<file path="config.mk">
export PLATFORM = sky130hd
export DESIGN_NAME = rr_arbiter
export DESIGN_NICKNAME = d
export VERILOG_FILES = /design/src/rtl/rr_arbiter.sv
export SDC_FILE = /design/constraint.sdc
export NUM_CORES = 1
export LEC_CHECK = 0
export ABC_CLOCK_PERIOD_IN_PS = 2400
export BUFFER_PORTS_ARGS = -buffer_cell sky130_fd_sc_hd__buf_4
export CAP_MARGIN = 30
export CORE_AREA = 2 2 39 41
export DETAILED_ROUTE_END_ITERATION = 16
export DIE_AREA = 0 0 41 43
export RECOVER_POWER = 25
export SLEW_MARGIN = 30
export SYNTH_ARGS = -nofsm -noshare
export SYNTH_HDL_FRONTEND = slang
export SYNTH_SLANG_ARGS = --single-unit
</file>
<file path="constraint.sdc">
create_clock -name clk -period 2.4 [get_ports clk]
set_input_delay 0.24 -clock clk [delete_from_list [all_inputs] [get_ports clk]]
set_output_delay 0.24 -clock clk [all_outputs]
set_load 0.05 [all_outputs]
</file>
<file path="src/rtl/rr_arbiter.sv">
`default_nettype none
// +----------------------------------------------------------------------------+
// | Module      : rr_arbiter                                                   |
// | Description : Round-robin arbiter with registered one-hot grant; optional  |
// |               grant watchdog enabled by defining ARB_TIMEOUT_EN.           |
// | Revision    : 1.0  initial release                                         |
// +----------------------------------------------------------------------------+
module rr_arbiter #(
    parameter int N       = 4,
    parameter int IDW     = 2,
    parameter int TIMEOUT = 16
) (
    input  logic           clk,
    input  logic           rst_n,
    input  logic [N-1:0]   req,
    input  logic           done,
    output logic [N-1:0]   gnt,
    output logic           gnt_valid,
    output logic [IDW-1:0] gnt_id,
    output logic           timeout
);

    typedef enum logic [0:0] {
        ST_IDLE  = 1'b0,
        ST_GRANT = 1'b1
    } state_t;

    state_t         r_state, w_state_nx;
    logic [N-1:0]   r_gnt, w_gnt_nx;
    logic [IDW-1:0] r_gnt_id, w_gnt_id_nx;
    logic [IDW-1:0] r_ptr, w_ptr_nx;
    logic           r_timeout, w_timeout_nx;

    logic           w_found;
    logic [IDW-1:0] w_pick;
    logic [IDW:0]   w_sum;
    logic [IDW-1:0] w_idx;
    logic           w_expire;
    logic [IDW-1:0] w_ptr_after;
    logic           w_release;

    // Walk the requesters starting at r_ptr, wrapping explicitly at N so
    // non-power-of-two sizes never select a nonexistent index.
    always_comb begin
        w_found = 1'b0;
        w_pick  = '0;
        w_sum   = '0;
        w_idx   = '0;
        for (int k = 0; k < N; k++) begin
            w_sum = {1'b0, r_ptr} + (IDW+1)'(k);
            if (w_sum >= (IDW+1)'(N)) begin
                w_sum = w_sum - (IDW+1)'(N);
            end
            w_idx = w_sum[IDW-1:0];
            if (!w_found && req[w_idx]) begin
                w_found = 1'b1;
                w_pick  = w_idx;
            end
        end
    end

`ifdef ARB_TIMEOUT_EN
    localparam logic [7:0] c_hold_last = 8'(TIMEOUT - 1);

    logic [7:0] r_hold_cnt;

    always_ff @(posedge clk or negedge rst_n) begin
        if (!rst_n) begin
            r_hold_cnt <= '0;
        end else if (r_state == ST_IDLE) begin
            r_hold_cnt <= '0;
        end else begin
            r_hold_cnt <= r_hold_cnt + 8'd1;
        end
    end

    assign w_expire = (r_state == ST_GRANT) && (r_hold_cnt == c_hold_last);
`else
    logic [7:0] w_unused_timeout;
    assign w_unused_timeout = 8'(TIMEOUT);
    assign w_expire         = 1'b0;
`endif

    assign w_ptr_after = (r_gnt_id == IDW'(N - 1)) ? '0 : r_gnt_id + IDW'(1);
    assign w_release   = done || !req[r_gnt_id] || w_expire;

    always_comb begin
        w_state_nx   = r_state;
        w_gnt_nx     = r_gnt;
        w_gnt_id_nx  = r_gnt_id;
        w_ptr_nx     = r_ptr;
        w_timeout_nx = 1'b0;
        case (r_state)
            ST_IDLE: begin
                w_gnt_nx    = '0;
                w_gnt_id_nx = '0;
                if (w_found) begin
                    w_state_nx          = ST_GRANT;
                    w_gnt_nx[w_pick]    = 1'b1;
                    w_gnt_id_nx         = w_pick;
                end
            end
            ST_GRANT: begin
                if (w_release) begin
                    w_state_nx   = ST_IDLE;
                    w_gnt_nx     = '0;
                    w_gnt_id_nx  = '0;
                    w_ptr_nx     = w_ptr_after;
                    // Only flag the watchdog when it was the sole reason to let go.
                    w_timeout_nx = w_expire && !done && req[r_gnt_id];
                end
            end
            default: begin
                w_state_nx  = ST_IDLE;
                w_gnt_nx    = '0;
                w_gnt_id_nx = '0;
            end
        endcase
    end

    always_ff @(posedge clk or negedge rst_n) begin
        if (!rst_n) begin
            r_state   <= ST_IDLE;
            r_gnt     <= '0;
            r_gnt_id  <= '0;
            r_ptr     <= '0;
            r_timeout <= 1'b0;
        end else begin
            r_state   <= w_state_nx;
            r_gnt     <= w_gnt_nx;
            r_gnt_id  <= w_gnt_id_nx;
            r_ptr     <= w_ptr_nx;
            r_timeout <= w_timeout_nx;
        end
    end

    assign gnt       = r_gnt;
    assign gnt_valid = |r_gnt;
    assign gnt_id    = r_gnt_id;
    assign timeout   = r_timeout;

endmodule
`default_nettype wire

</file>
==> results_dict.tcl <==
set metrics [dict create \
    synth_top_area_share_pct 43.48 \
    drive_gt1_share_pct 29.51 \
    rsz0062_at_grt "no" \
    finalNetCount 70 \
    synth-seq-cells 9 \
    synthCells 45 \
    wirelength_um 1021 \
    powerDensity_nw_per_um2 1488 \
    startpoint "gnt_id[0]" \
    clk_pin_slew_worst_paths_ps 60 \
    pin_count 15 \
    synth_compound_area_share_pct 25.12 \
    cts_root_buffer "clkbuf_4" \
    ir_drop_v 0.0008030 \
    drv_slew 0 \
    drc 0 \
    synth_simple_gate_area_share_pct 12.80 \
    overflow 0 \
    die_h_um 43 \
    cts.sinks 9 \
    synth_enable_flop_cells 0 \
    synthMuxAreaShare_pct 11.11 \
    grt_pass1_wl_um 1718 \
    period_needed_ps 1779 \
    drtIter0Drc 8 \
    postCtsSetupBuffers 0 \
    yosysMostFrequentCell "dfrtp_1" \
    synth_top_family_by_area "compound AO/OA/AOI/OAI gates" \
    synthArstFlopShare_pct 100.0 \
    endpoint_kind "flop" \
    crit_required_ps 2540 \
    max_cap_viol_count 0 \
    grt_pass1_vias 412 \
    ctsHtreeMaxLevel 1 \
    track_usage_pct 14.74 \
    synth_xor_area_share_pct 0 \
    dp_hpwl_um 776.6 \
    cts_tree "yes" \
    fin_crit_sh_pct 74.13 \
    holdPathStages 3 \
    hold_path.class "input port to flop" \
    avgSynthCellArea_um2 11.51 \
    via_count 427 \
    r2r-start "gnt_id[0]" \
    grt_util_met1_pct 19.06 \
    seq_area_frac_synth_pct 43.48 \
    synth.distinct_cells 29 \
    die_x_um 41 \
    reg2reg_slack_ps 620 \
    io_buffers 13 \
    initial_utilization_pct 37.43 \
    wl_per_cell_um 13.26 \
    finClkSkew_ps 4.253 \
    antenna_found_initial 0 \
    gr-max-usage-layer "met2" \
    insertion_delay_ps 260 \
    ant_nets 0 \
    num_antenna_cells 0 \
    setup_viol_count_final 0 \
    leakage_nw 0.3030 \
    hold_viol 0 \
    setup_tns_ps 0 \
    setup.worst_path.start_class "flop" \
    cts_buffer_depth 2 \
    ys.flop_type "dfrtp_1" \
    status "finished clean" \
    syn_to_final_growth_pct 25.36 \
    met3_usage_pct 7.853 \
    finalHoldWorstSlack_ps 290.5 \
    yosys_warnings 0 \
    synth_common_cells "dfrtp_1, a32o_1" \
    dpl-instance-area_um2 616.8 \
    cts-resized-gates 0 \
    cp_data_arrival_time_ps 1920 \
    finalInstanceArea_um2 649.4 \
    syn_area_um2 518.0 \
    postSynthNetCount 53 \
    r2r_cells 4 \
    place_congestion 0.7025 \
    dr.pass1.iters 4 \
    synth_area_leaders "dfrtp_1, a32o_1, mux4_1" \
    grt_start_max_net_pins 10 \
    yosysTopAreaCell "dfrtp_1" \
    yosys.area_share.adder_pct 2.415 \
    regToRegEndpoint "r_ptr[1]" \
    core-area_um2 1384 \
    cts_inserted_buffers 3 \
    rows 14 \
    dieArea_um2 1763 \
    crit_fanout 5 \
    holdPathEnd "r_ptr[0]" \
    via_per_inst 5.545 \
    worstSetupPathType "flop to flop" \
    worstHoldStart "done" \
    grt_use_met2_pct 20.94 \
    max_freq_mhz 562.1 \
]
-- layout make-up --
cell class / count / area, um2
fill: 136 / 734.5
multi-input combinational: 33 / 270.3
sequential: 9 / 225.2
timing repair buffer: 14 / 103.9
clock buffer: 4 / 26.28
tap: 16 / 20.02
inverter: 1 / 3.754
-- through the flow --
step,power [mW],utilization [%],std cells,worst slack [ps]
2_1_floorplan,0.7103,-,45,361.8
3_3_place_gp,0.8677,44.57,72,678.8
3_5_place_dp,0.8612,44.57,72,620.9
4_1_cts,0.9768,47.20,77,609.6
5_1_grt,1.032,46.93,77,563.3
6_report,0.9663,46.93,77,620.9
-- cells in the final DEF, fill, tap and decap left out --
master	n
ha_1	1
mux4_1	1
o221ai_1	1
a21o_1	1
or4_1	1
nand2_1	1
buf_4	12
conb_1	1
a21oi_1	2
mux2i_1	2
clkbuf_4	3
o211ai_1	1
o22a_1	1
a22o_1	2
and2b_1	1
o21ai_0	1
and2_4	1
o22ai_1	1
clkbuf_1	2
o221a_2	1
nor2_1	2
mux2_2	1
inv_1	1
dfrtp_1	9
o21a_1	1
dlygate4sd3_1	1
or2_1	1
nor4_1	1
a32o_1	4
nor2b_1	1
nand2b_1	2
-- sequential cells by signal, summed over array words and instances, names as in the netlist --
signal,count
gnt,4
gnt_id,2
r_state,1
r_ptr,2
-- worst max-delay path by stage --
stage,to,slack [ps],depth (start not counted)
global placement,r_ptr[1],680,4
floorplan,r_ptr[1],360,4
CTS,r_ptr[1],610,4
finish,r_ptr[1],620,4
global route,r_ptr[1],560,4
detailed placement,r_ptr[1],620,4
-- worst max-delay path: stages (launching register included) --
cell and delay [ps]:
dfrtp_1 430, mux4_1 550, nor2b_1 160, and2b_1 210, mux2_2 320
-- layer usage --
layer  wire, um  vias to the layer above  share of wire [%]
li1           -                      208                  -
met1        470                      205                 46
met2        484                       12                 47
met3         61                        2                6.0
met4          5                        0               0.49
met5          0                        -                  0
-- where the power goes --
part	total [mW]	internal, mW	switching, mW	leakage (nW)
Sequential	0.295	0.219	0.0762	0.115
Clock	0.111	0.0637	0.0475	0.0150
Combinational	0.560	0.217	0.343	0.173
Total	0.966	0.500	0.467	0.303
-- logic make-up after synthesis --
| kind of cell | count (synthesis) |
|---|---|
| AOI/OAI and AO/OA | 16 |
| and+or+nand+nor | 11 |
| DFF | 9 |
| muxes | 4 |
| buffers and inverters | 3 |
| adders and majority gates | 1 |
| other | 1 |
-- timing repair --
| action | 4_1_cts | 5_1_grt |
|---|---|---|
| hold buffers | 1 | 0 |
| endpoints found under the setup margin | 0 | 0 |
| hold endpoints to repair | 9 | 0 |
(Power assumes the default switching activity.)
